<file path="config.mk">
export PLATFORM = sky130hd
export DESIGN_NAME = lap_stopwatch_flat
export DESIGN_NICKNAME = d
export VERILOG_FILES = /design/src/rtl/lap_stopwatch_pkg.sv /design/src/rtl/lap_stopwatch_if.sv /design/src/rtl/lap_stopwatch_bcd_digit.sv /design/src/rtl/lap_stopwatch.sv /design/src/flat_wrapper.sv
export SDC_FILE = /design/constraint.sdc
export NUM_CORES = 1
export LEC_CHECK = 0
export ABC_CLOCK_PERIOD_IN_PS = 2000
export CAP_MARGIN = 20
export CORE_ASPECT_RATIO = 0.5
export CORE_MARGIN = 2
export CORE_UTILIZATION = 50
export DETAILED_ROUTE_END_ITERATION = 8
export HOLD_SLACK_MARGIN = 0.02
export MAX_ROUTING_LAYER = met4
export PLACE_DENSITY = 0.75
export SYNTH_ARGS = -nofsm -noshare
export SYNTH_HDL_FRONTEND = slang
export SYNTH_SLANG_ARGS = --single-unit
</file>
<file path="constraint.sdc">
create_clock -name clk -period 2 [get_ports clk]
set_input_delay 0.3 -clock clk [delete_from_list [all_inputs] [get_ports clk]]
set_output_delay 0.3 -clock clk [all_outputs]
set_load 0.01 [all_outputs]
</file>
<file path="src/rtl/lap_stopwatch_pkg.sv">
// Shared constants and types for the lap stopwatch: FSM state encoding,
// BCD digit limits and a prescaler width helper.
package lap_stopwatch_pkg;

  localparam int BCD_W = 4;
  localparam logic [BCD_W-1:0] BCD_MAX = 4'd9;

  typedef logic [1:0] state_t;

  localparam state_t ST_IDLE    = 2'd0;
  localparam state_t ST_RUNNING = 2'd1;
  localparam state_t ST_LAP     = 2'd2;
  localparam state_t ST_PAUSED  = 2'd3;

  // Width of a counter that spans 0..div-1; at least one bit so DIV=1 still elaborates.
  function automatic int presc_width(input int div);
    return (div > 1) ? $clog2(div) : 1;
  endfunction

endpackage

</file>
<file path="src/rtl/lap_stopwatch_if.sv">
// Button inputs and BCD/status outputs of the stopwatch core, bundled as one port.
interface lap_stopwatch_if #(
  parameter int NUM_DIGITS = 3
);

  logic                    start_stop;
  logic                    lap;
  logic [4*NUM_DIGITS-1:0] count_bcd;
  logic [4*NUM_DIGITS-1:0] disp_bcd;
  logic                    running;
  logic                    frozen;
  logic                    wrap;

  // Button side drives the levels and watches the results.
  modport master (
    output start_stop,
    output lap,
    input  count_bcd,
    input  disp_bcd,
    input  running,
    input  frozen,
    input  wrap
  );

  modport slave (
    input  start_stop,
    input  lap,
    output count_bcd,
    output disp_bcd,
    output running,
    output frozen,
    output wrap
  );

endinterface

</file>
<file path="src/rtl/lap_stopwatch_bcd_digit.sv">
// One decade of the BCD count chain: increments on inc, rolls 9 -> 0 and
// raises carry for the next digit in the same cycle.
module lap_stopwatch_bcd_digit
  import lap_stopwatch_pkg::*;
(
  input  logic             clk,
  input  logic             reset,
  input  logic             inc,
  input  logic             clr,
  output logic [BCD_W-1:0] q,
  output logic [BCD_W-1:0] nxt,
  output logic             carry
);

  logic at_max;

  assign at_max = (q == BCD_MAX);
  assign carry  = inc & at_max;

  // nxt is exported so the parent can capture the post-tick value in the same cycle.
  always_comb begin
    nxt = q;
    if (clr)
      nxt = '0;
    else if (inc)
      nxt = at_max ? '0 : q + 4'd1;
  end

  // NOTE: sequential state uses <= so every flop samples pre-edge values, like the hardware.
  always_ff @(posedge clk or posedge reset) begin
    if (reset)
      q <= '0;
    else
      q <= nxt;
  end

endmodule

</file>
<file path="src/rtl/lap_stopwatch.sv">
// Stopwatch core: button edge detection, tick prescaler, run/lap/pause FSM,
// cascaded BCD digits, lap snapshot and display select, all on one clock.
module lap_stopwatch
  import lap_stopwatch_pkg::*;
#(
  parameter int CLK_HZ     = 100_000_000,
  parameter int TICK_HZ    = 10,
  parameter int NUM_DIGITS = 3
) (
  input  logic           clk,
  input  logic           reset,
  lap_stopwatch_if.slave bus
);

  localparam int DIV = CLK_HZ / TICK_HZ;
  localparam int PW  = presc_width(DIV);
  localparam logic [PW-1:0] PRESC_MAX = PW'(DIV - 1);
  localparam int CW  = 4 * NUM_DIGITS;

  state_t          state;
  state_t          state_nxt;
  logic            ss_q;
  logic            lap_q;
  logic            armed;
  logic            ss_ev;
  logic            lap_ev;
  logic            active;
  logic            tick;
  logic            clr;
  logic            snap_load;
  logic [PW-1:0]   presc;
  logic [CW-1:0]   count;
  logic [CW-1:0]   count_nxt;
  logic [CW-1:0]   snapshot;
  logic [NUM_DIGITS:0] carry;
  logic            wrap_q;

  // armed stays low for the first edge after reset, so a button already held
  // high during reset release only loads its history and never fires an event.
  always_ff @(posedge clk or posedge reset) begin
    if (reset) begin
      ss_q  <= 1'b0;
      lap_q <= 1'b0;
      armed <= 1'b0;
    end else begin
      ss_q  <= bus.start_stop;
      lap_q <= bus.lap;
      armed <= 1'b1;
    end
  end

  assign ss_ev  = armed & bus.start_stop & ~ss_q;
  assign lap_ev = armed & bus.lap & ~lap_q;

  assign active = (state == ST_RUNNING) || (state == ST_LAP);
  assign tick   = active && (presc == PRESC_MAX);

  // Held at zero outside RUNNING/LAP so each resume starts a full tick period.
  always_ff @(posedge clk or posedge reset) begin
    if (reset)
      presc <= '0;
    else if (!active || tick)
      presc <= '0;
    else
      presc <= presc + 1'b1;
  end

  // start_stop is tested first in every state, so it wins over a coincident lap.
  // NOTE: every output of this block gets a default first, so no latch is inferred.
  always_comb begin
    state_nxt = state;
    clr       = 1'b0;
    snap_load = 1'b0;
    case (state)
      ST_IDLE: begin
        if (ss_ev)
          state_nxt = ST_RUNNING;
      end
      ST_RUNNING: begin
        if (ss_ev) begin
          state_nxt = ST_PAUSED;
        end else if (lap_ev) begin
          state_nxt = ST_LAP;
          snap_load = 1'b1;
        end
      end
      ST_LAP: begin
        if (ss_ev)
          state_nxt = ST_PAUSED;
        else if (lap_ev)
          state_nxt = ST_RUNNING;
      end
      ST_PAUSED: begin
        if (ss_ev) begin
          state_nxt = ST_RUNNING;
        end else if (lap_ev) begin
          state_nxt = ST_IDLE;
          clr       = 1'b1;
        end
      end
      default: state_nxt = ST_IDLE;
    endcase
  end

  always_ff @(posedge clk or posedge reset) begin
    if (reset)
      state <= ST_IDLE;
    else
      state <= state_nxt;
  end

  assign carry[0] = tick;

  for (genvar g = 0; g < NUM_DIGITS; g++) begin : g_digit
    lap_stopwatch_bcd_digit u_digit (
      .clk   (clk),
      .reset (reset),
      .inc   (carry[g]),
      .clr   (clr),
      .q     (count[4*g +: 4]),
      .nxt   (count_nxt[4*g +: 4]),
      .carry (carry[g+1])
    );
  end

  // Snapshot takes count_nxt so a tick landing on the lap edge is included.
  always_ff @(posedge clk or posedge reset) begin
    if (reset)
      snapshot <= '0;
    else if (clr)
      snapshot <= '0;
    else if (snap_load)
      snapshot <= count_nxt;
  end

  // Registered so the pulse lines up with the cycle the count reads all zeros.
  always_ff @(posedge clk or posedge reset) begin
    if (reset)
      wrap_q <= 1'b0;
    else
      wrap_q <= carry[NUM_DIGITS];
  end

  assign bus.count_bcd = count;
  assign bus.disp_bcd  = (state == ST_LAP) ? snapshot : count;
  assign bus.running   = active;
  assign bus.frozen    = (state == ST_LAP);
  assign bus.wrap      = wrap_q;

endmodule

</file>
<file path="src/flat_wrapper.sv">
// flat-port wrapper written by rule: the top's interface ports become plain ports
module lap_stopwatch_flat import lap_stopwatch_pkg::*;
#(
  parameter int CLK_HZ     = 100_000_000,
  parameter int TICK_HZ    = 10,
  parameter int NUM_DIGITS = 3
)
  (clk, reset, bus_start_stop, bus_lap, bus_count_bcd, bus_disp_bcd, bus_running, bus_frozen, bus_wrap);
  lap_stopwatch_if #(.NUM_DIGITS(NUM_DIGITS)) bus_i ();
  input  logic clk;
  input  logic reset;
  input wire logic [$bits(bus_i.start_stop)-1:0] bus_start_stop;
  input wire logic [$bits(bus_i.lap)-1:0] bus_lap;
  output wire logic [$bits(bus_i.count_bcd)-1:0] bus_count_bcd;
  output wire logic [$bits(bus_i.disp_bcd)-1:0] bus_disp_bcd;
  output wire logic [$bits(bus_i.running)-1:0] bus_running;
  output wire logic [$bits(bus_i.frozen)-1:0] bus_frozen;
  output wire logic [$bits(bus_i.wrap)-1:0] bus_wrap;
  assign bus_i.start_stop = bus_start_stop;
  assign bus_i.lap = bus_lap;
  assign bus_count_bcd = bus_i.count_bcd;
  assign bus_disp_bcd = bus_i.disp_bcd;
  assign bus_running = bus_i.running;
  assign bus_frozen = bus_i.frozen;
  assign bus_wrap = bus_i.wrap;
  lap_stopwatch #(.CLK_HZ(CLK_HZ), .TICK_HZ(TICK_HZ), .NUM_DIGITS(NUM_DIGITS)) u_core (.clk(clk), .reset(reset), .bus(bus_i));
endmodule
</file>
# Yosys cells after proc, flatten, opt, wreduce, memory -nomap -nowiden
# Cells that the tools add are included.
# W data, S select, Z words.
# classes
bitwise,9
reduce_logical,7
n_eq_ne,11
n_addsub,4
mux,25
# ops
op,n
$mux W12,3
$mux W4,9
$add A24 B1 Y24 const B,1
$eq A24 B24 Y1 const B,1
$mux W24,1
$mux W2,7
$add A4 B1 Y4 const B,3
$eq A4 B4 Y1 const B,3
$ne A3 B1 Y1 const B,3
$pmux W2 S4,1
$and A1 B1 Y1,7
$eq A2 B2 Y1 const B,2
$mux W1,4
$reduce_and A4 Y1,1
$eq A2 B1 Y1 const B,1
$logic_not A2 Y1,1
$logic_or A1 B1 Y1,2
$ne A2 B1 Y1 const B,1
$not A1 Y1,2
$reduce_bool A2 Y1,1
$logic_and A1 B1 Y1,1
$logic_not A1 Y1,1
# totals
inputBits,4
register_bits,54
output_inout_bits,27
word_cells,66

# Depth between registers and ports, before layout
# Gate-level depths: netlist (run 1).
# depth
word_depth,9
depth_mapped,7
depth_no_buf,7

# Cells and area by module
# A second synthesis (run 1) with hierarchy kept.
# unflattened
hier_cells,290
hier_area_um2,2877.8
# by_module_without_submodules
module,cells_per_inst,area_each_um2,n_inst,seq_area_each_um2
lap_stopwatch,227,2228.4,1,1051.0
lap_stopwatch_bcd_digit,21,216.5,3,100.1

# Worst setup path after synthesis (run 1)
# Ideal clock, no wire load.
# synth_path
path_kind,register to output
startpoint,reg u_core.state[0]
endpoint,out bus_disp_bcd[10]
t_required_ps,1700
path_buffers,2
setup_slack_ps,3
t_arrival_ps,1697
stages_incl_launch_ff,6
path_cell_list,dfrtp_1 inv_1 ha_1 clkbuf_1 clkbuf_1 mux2_2
# synth_between
elab_chain_cells,2
# synth_lines
element,line,text
"start, declared",lap_stopwatch.sv:20,state_t state;
"start signal, assigned",lap_stopwatch.sv:109,state <= state_nxt;
$eq A2 B2 Y1,--,
net bus_frozen,flat_wrapper.sv:17,output wire logic [$bits(bus_i.frozen)-1:0] bus_frozen;
$mux W12,lap_stopwatch.sv:145,assign bus.disp_bcd = (state == ST_LAP) ? snapshot : count;
"end, declared",flat_wrapper.sv:15,output wire logic [$bits(bus_i.disp_bcd)-1:0] bus_disp_bcd;
# The timed path passes the listed nets, and every way through them passes these cells.

# Worst setup path in the final report (run 1)
# layout_path
startpoint,reg u_core.g_digit[0].u_digit.q[1]
endpoint,reg u_core.snapshot[9]
# layout_between
elab_chain_cells,7
# layout_lines
element,line,text
"start, declared",lap_stopwatch_bcd_digit.sv:10,"output logic [BCD_W-1:0] q,"
"start signal, assigned",lap_stopwatch_bcd_digit.sv:34,q <= nxt;
$eq A4 B4 Y1,lap_stopwatch_bcd_digit.sv:17,assign at_max = (q == BCD_MAX);
$and A1 B1 Y1 (2 in series),lap_stopwatch_bcd_digit.sv:18,assign carry = inc & at_max;
$mux W4,lap_stopwatch_bcd_digit.sv:25,else if (inc)
$mux W4,lap_stopwatch_bcd_digit.sv:23,if (clr)
$mux W12,lap_stopwatch.sv:132,else if (snap_load)
$mux W12,lap_stopwatch.sv:130,else if (clr)
"end signal, assigned",lap_stopwatch.sv:133,snapshot <= count_nxt;
"end, declared",lap_stopwatch.sv:34,logic [CW-1:0] snapshot;
# No other way between the ends. The select of a mux whose other input is x is not followed.
# A chain may end at the register's enable or synchronous reset.

==> impl_results.md, run 1 <==
* Final hold vios at 0
* Row cnt at 19
* Critical path class: flop to flop
* Setup WS pre-CTS at -0.0577 ns
* Crit path setup slack, layout at 0.0609 ns
* FF-to-FF setup slack at 0.06 ns
* Int Power at 3450 uW
* RSZ-0062 raised after global routing: yes
* Synth Register Bits at 54
* P per Cell Area at 1420 nW/um2
* Non-filler cells, final at 429
* 1st-pass router iterations at 4
* Critical path peak fanout at 5
* Asr flop ratio synth at 100%
* Port-buffer cells at 30
* Proportion of layout cells with a drive suffix above 1 at 20.8%
* Core ar. at 5520 um2
* Data required, critical path at about 2.2 ns
* Final Skew at 0.00582 ns
* Dominant cell type by area after synthesis: dfrtp_1
* # IOs at 31
* Cell Area, Placed at roughly 3400 um2
* Leak at 0.00169 uW
* Largest net degree at the start of global routing at 55
* Vias per inst at 5.41
* Worst setup EP type: flop
* CTS tree: yes
* Post-DR wirelength/cell at 14.9 um
* Slew HR at 63.9%
* Switching power at around 1900 uW
* DRC viols at 0
* Synth warn at 0
* Cell area after synthesis at 2880 um2
* Worst setup SP type: flop
* Gate Count Post-Synth at between 200 and 300
* Placed Instances at 415
* N_diodes at 0
* Fmax at about 0.52 GHz
* Final period utilization at 97.0%
* Comb pwr share at about half
* Min cycle time layout at 1.94 ns
* Final setup vio count at 0
* Worst Hold Class: primary input to async pin
* Initial antenna violation count at 0
* Routed vias at around 2,300
* Layout area overhead at 31.6%
* Die X at approximately 110 um
* Post-layout instance area at around 3800 um2
* GRT Residual Overflow at 0
* GPL Wtd Cong at 0.832
* VDD IR max at ~0.00089 V
* Post-synth top area share at between 40% and 50%
* Syn Nets at about 310
* Global Route Usage Sum at 21.3%
* Min Hold Slack at 0.383 ns
* Slew Limit Fails at 0
* Max H-tree Level at 2
* Synth Area per Inst at around 9.7 um2
* Worst-Skew Late Latency at 0.29 ns
* Clock sink count at 54
* Worst-Margin Slew at between 0.5 and 0.6 ns
* Hold buffers post-CTS at 0
* Post-synth top flop: dfrtp_1
* Antenna viol nets, final at 0
* Worst path arrival time at 2.10 ns
* Clock power frac at 21.2%
* Sequential fraction of the synthesis area at 46.9%
* CTS buffer count at 5
* Nets@finish at 370
* Routed WL at 6410 um
* Status: complete, no violations
* DR iter-0 viols at 106
* EDFF count, synth at 0
* Reg power frac at 30.3%
* Die height at 57.7 um
* Fill cell count at 412
* Max-cap violations at 0
* First-pass GRT wire length at 10,600 um
* Initial Util at about 52%
* Final Util at 68.8%
* Synth area leaders: dfrtp_1 47%, nor2_1 6.5%, ha_1 4.8%
* Unique cell type count in the Yosys netlist at 51
* Clock Path Buffers at 2
* Vias in the first global route at 2,314
* Clock root cell: clkbuf_16
* Die ar. at 6430 um2
* Post-DP HPWL at 4100 um
* Clk pin slew, worst setup/hold paths at roughly 0.070 ns
* Net Sw Frac at 35.8%
==> cells in the mapped netlist (all sizes together) (2+ instances only) <==
cell type	count
and4	3
a21oi	4
mux2	9
clkbuf	9
xor2	13
or4	2
and2	3
xnor2	9
ha	11
nor3	6
buf	2
nand4	7
and3	3
nand3	9
mux2i	11
nand2	34
o21ai	20
nor2b	2
inv	8
dfrtp	54
nor4	4
nor2	50
or3	3
==> placed cells by master (no fill, tap or decap), drive strengths merged, types with 6 or more instances in the layout <==
master         netlist  routed
nand4                7       7
ha                  11      11
nand3                9       9
o21ai               20      20
nor3                 6       6
dfrtp               54      54
xnor2                9       9
xor2                13      13
clkdlybuf4s50        0      16
nand2               34      34
clkbuf               9      10
nor2                50      50
inv                  8       8
mux2                 9       9
mux2i               11      11
buf                  2      31
clkdlybuf4s15        0       7
==> what timing repair did <==
item,in CTS,in global routing
endpoints found under the setup margin,15,28
pin swaps,0,3
resized for setup,24,23
setup buffers,3,2
cloned,0,1
==> critical path: stages, from the launching register on <==
cell and delay, ns:
dfrtp_1 0.38, inv_1 0.07, ha_1 0.15, and3b_1 0.26, nand3_4 0.13, nor4_4 0.30, buf_6 0.16, mux2i_1 0.26
o21ai_1 0.10
==> path summary, 6_finish.rpt <==
path | startpoint | cells past startpoint | end
hold reg to reg | u_core.snapshot[5]$_DFFE_PP0P_ | 2 | u_core.snapshot[5]$_DFFE_PP0P_
setup reg to reg | u_core.g_digit[0].u_digit.q[1]$_DFF_PP0_ | 8 | u_core.snapshot[9]$_DFFE_PP0P_
setup / recovery | u_core.g_digit[0].u_digit.q[1]$_DFF_PP0_ | 8 | u_core.snapshot[9]$_DFFE_PP0P_
min in group clk | bus_lap | 1 | u_core.lap_q$_DFF_PP0_
max in group asynchronous | reset | 3 | u_core.state[1]$_DFFE_PP0P_
hold / removal | reset | 3 | u_core.g_digit[0].u_digit.q[2]$_DFF_PP0_
==> area by class of cell <==
cell class                 count  area [um2]  area share [%]
timing repair buffer          62         587            15.5
tap                           73        91.3            2.41
clock inverter                 2        60.1            1.58
sequential                    54        1350            35.6
clock buffer                   6         139            3.66
inverter                       8        30.0           0.791
multi-input combinational    224        1540            40.5
==> metrics by stage <==
stage | power (uW) | setup TNS [ns]
after floorplan | 2970 | 0
after global placement | 4040 | 0
after detailed placement | 4130 | -0.0728
after CTS | 5200 | -0.138
after global routing | 5710 | -0.0828
final | 5370 | 0
==> per-layer routing <==
metal	wire length (um)	up-vias	GRT usage, %
met2	3250	40	37.8
met5	0	-	-
li1	-	1134	-
met4	82	0	5.82
met1	2830	1138	25.5
met3	239	8	4.29
==> cells by family after synthesis <==
group	synth area share, %
compound gates	7.33
xor+xnor	6.68
fa+ha+maj	4.77
buf+inv	2.65
flops	46.9
mux	7.33
other cells	0.130
simple gates	24.3
==> power groups by stage <==
stage                     Sequential, uW  Clock [uW]  Combinational (uW)
final                               1630        1140                2600
after global routing                1680        1200                2830
after CTS                           1610        1150                2440
after detailed placement            1630           0                2510
after global placement              1600           0                2440
after floorplan                     1710           0                1270
==> sequential cells by signal (all words and copies together), names as in the netlist <==
signal	count
u_core.armed	1
u_core.bus.wrap	1
u_core.g_digit.u_digit.q	12
u_core.lap_q	1
u_core.presc	24
u_core.snapshot	12
u_core.ss_q	1
u_core.state	2
No activity file was read; power rests on OpenSTA's default activity.
==> run 2: changes to the inputs <==
- CORE_UTILIZATION: 50 -> 51
- PLACE_DENSITY: 0.75 -> 0.76
==> run 2 against run 1 <==
Global-route usage grew 0.76 points. Critical endpoint is now u_core.snapshot[3]$_DFFE_PP0P_. Routed wire length up 0.50%. Total power decreased by 5.0%. Critical path type unchanged. First-iteration DRC count increased by 9.4%. Critical path depth unchanged. Setup slack got worse by 0.047 ns. Count of clock-buffer cells in the layout rose by 1. Maximum frequency down 2.4%.
==> impl_results.md, run 2 (same netlist as run 1, synthesis figures left out) <==
* Clk pin slew, worst setup/hold paths at 0.07 ns (about the same)
* Proportion of layout cells with a drive suffix above 1 at 23.9% (+3.1 points)
* Worst Hold Class: primary input to async pin
* Final Util at 68.5% (-0.27 points)
* Worst path buffer plus inverter count at 2 (unchanged)
* DR iter-0 viols at 116 (+9.4%)
* Data required, critical path at 2.16 ns (about the same)
* Row cnt at 19 (unchanged)
* Clock sink count at 54 (unchanged)
* Min cycle time layout at 1.99 ns (+0.0469 ns)
* Fill cell count at 420 (+1.9%)
* Final hold vios at 0 (unchanged)
* Largest register by flop count: u_core.presc
* Vias per inst at 5.59 (+3.4%)
* Critical path class: flop to flop
* DRC viols at 0 (unchanged)
* Die height at 57.2 um (-0.92%)
* Commonest cells after routing, fill and taps aside: 53 x dfrtp_1, 50 x nor2_1, 32 x nand2_1
* Fmax at 0.504 GHz (-2.4%)
* Slew Limit Fails at 0 (unchanged)
* Crit-path slowest cell: or4_4
* Post-DP HPWL at 4340 um (+5.8%)
* CP peak stage delay at 0.56 ns (+0.18 ns)
* Port-buffer cells at 30 (unchanged)
* Status: complete, no violations
* Clock root cell: clkbuf_16
* Max-cap violations at 0 (unchanged)
* Regs by FF count: u_core.presc (24), u_core.g_digit.u_digit.q (12), u_core.snapshot (12)
* Leak at 0.00166 uW (-1.4%)
* Worst setup EP type: flop
* Routed WL at 6440 um (+0.50%)
* Clock Path Buffers at 2 (unchanged)
* Routed vias at 2,399 (+3.4%)
* Commonest non-fill, non-tap cell in the layout: dfrtp_1
* Final Skew at 0.00656 ns (+0.000738 ns)
* GPL Wtd Cong at 0.857 (+3.0%)
* Worst-Skew Late Latency at 0.29 ns (about the same)
* N_diodes at 0 (unchanged)
* Vias in the first global route at 2,299 (-0.65%)
* Worst setup SP type: flop
* CTS buffer count at 5 (unchanged)
* Cell Area, Placed at 3460 um2 (+0.22%)
* Initial Util at 52.7% (+0.45 points)
* # IOs at 31 (unchanged)
* Final period utilization at 99.3% (+2.3 points)
* Die X at 110 um (-0.95%)
* Max H-tree Level at 2 (unchanged)
* Slew HR at 62.7% (-1.2 points)
* VDD IR max at 0.000810 V (-9.1%)
* P per Cell Area at 1360 nW/um2 (-3.8%)
* Delay-heaviest family, CP: simple AND/OR/NAND/NOR gates
* GRT Residual Overflow at 0 (unchanged)
* Initial antenna violation count at 0 (unchanged)
* Setup TNS at 0 ns (unchanged)
* Final setup vio count at 0 (unchanged)
* Largest net degree at the start of global routing at 55 (unchanged)
* Post-layout instance area at 3750 um2 (-1.3%)
* Critical path peak fanout at 4 (-1)
* Layout area overhead at 29.9%
* Antenna viol nets, final at 0 (unchanged)
* Core ar. at 5470 um2 (-0.86%)
* Nets@finish at 370 (unchanged)
* Worst path arrival time at 2.15 ns (+0.05 ns)
* CTS tree: yes
* Max FFs per register at 24 (unchanged)
* Cell breakdown of the critical path: inv_1, ha_1, and3b_2, buf_4, nor2b_1, or4_4, mux2i_4, o21ai_1
* Global Route Usage Sum at 22.1% (+0.76 points)
* Hold buffers post-CTS at 0 (unchanged)
* First-pass GRT wire length at 10,400 um (-2.0%)
* 1st-pass router iterations at 4 (unchanged)
* Worst-Margin Slew at 0.554 ns (+0.0185 ns)
* Die ar. at 6310 um2 (-1.9%)
* Post-DR wirelength/cell at 15.0 um (+0.50%)
[run 2: changes by cell type in the layout (fill, tap and decap cells not counted), moves of 2 or more]
cell             delta
mux2i_1             -3
mux2i_2             +2
bufinv_16           -2
clkbuf_2            +5
clkdlybuf4s15_1     -6
[run 2: final timing paths]
check                                                         start                                       end  slack, ns  cells past startpoint
max in group asynchronous                                     reset                 u_core.presc[3]$_DFF_PP0_       1.37                      3
setup / recovery           u_core.g_digit[0].u_digit.q[1]$_DFF_PP0_            u_core.snapshot[3]$_DFFE_PP0P_       0.01                      8
hold / removal                                                reset  u_core.g_digit[0].u_digit.q[2]$_DFF_PP0_       0.37                      3
min in group clk                                     bus_start_stop                     u_core.ss_q$_DFF_PP0_       0.48                      1
setup reg to reg           u_core.g_digit[0].u_digit.q[1]$_DFF_PP0_            u_core.snapshot[3]$_DFFE_PP0P_       0.01                      8
hold reg to reg                      u_core.snapshot[8]$_DFFE_PP0P_            u_core.snapshot[8]$_DFFE_PP0P_       0.49                      2
[run 2: what timing repair did]
action,4_1_cts,5_1_grt
resized for setup,26,30
pin swaps,0,6
hold endpoints to repair,0,0
endpoints found under the setup margin,20,29
buffers inserted,0,4
cloned,0,1
[run 2: power breakdown]
group / internal [uW] / leakage, uW / switching, uW
combinational: 1280 / 0.000898 / 1310
clock: 497 / 0.0000739 / 370
sequential: 1390 / 0.000692 / 263
[run 2: cell type report]
class / count / area (um2) / area share [%]
inverters: 8 / 30.0 / 0.801
flip-flops and latches: 54 / 1350 / 36.1
clock buffers: 7 / 143 / 3.81
clock inverters: 1 / 5.00 / 0.134
repair buffers: 62 / 558 / 14.9
multi-input cells: 224 / 1570 / 41.8
well taps: 73 / 91.3 / 2.44
[run 2: layer usage]
layer	global-route usage, %	part of all wire, %	vias up	routed length, um
li1	-	-	1142	-
met3	4.57	3.4	11	221
met1	26.8	44	1205	2800
met5	-	0	-	0
met2	37.3	51	41	3310
met4	6.96	1.6	0	105
[run 2: through the flow]
stage,total power [uW],hold slack (ns),std cells,worst slack (ns)
final,5100,0.367,429,0.0140
after global routing,5460,0.400,429,-0.0439
after CTS,4940,0.396,424,-0.0374
after detailed placement,4150,0.472,416,-0.0706
after global placement,4050,0.458,416,0.0658
after floorplan,2970,0.331,297,0.00329
[run 2: worst register-to-register path: stages (launching register included)]
cell,delay [ns]
dfrtp_1,0.39
inv_1,0.08
ha_1,0.15
and3b_2,0.22
buf_4,0.14
nor2b_1,0.06
or4_4,0.56
mux2i_4,0.19
o21ai_1,0.08
==> run 3: changes to the inputs <==
- CAP_MARGIN: 20 -> not set
==> results of run 3 <==
Final layout, timing and power as in run 2 (identical DEF).
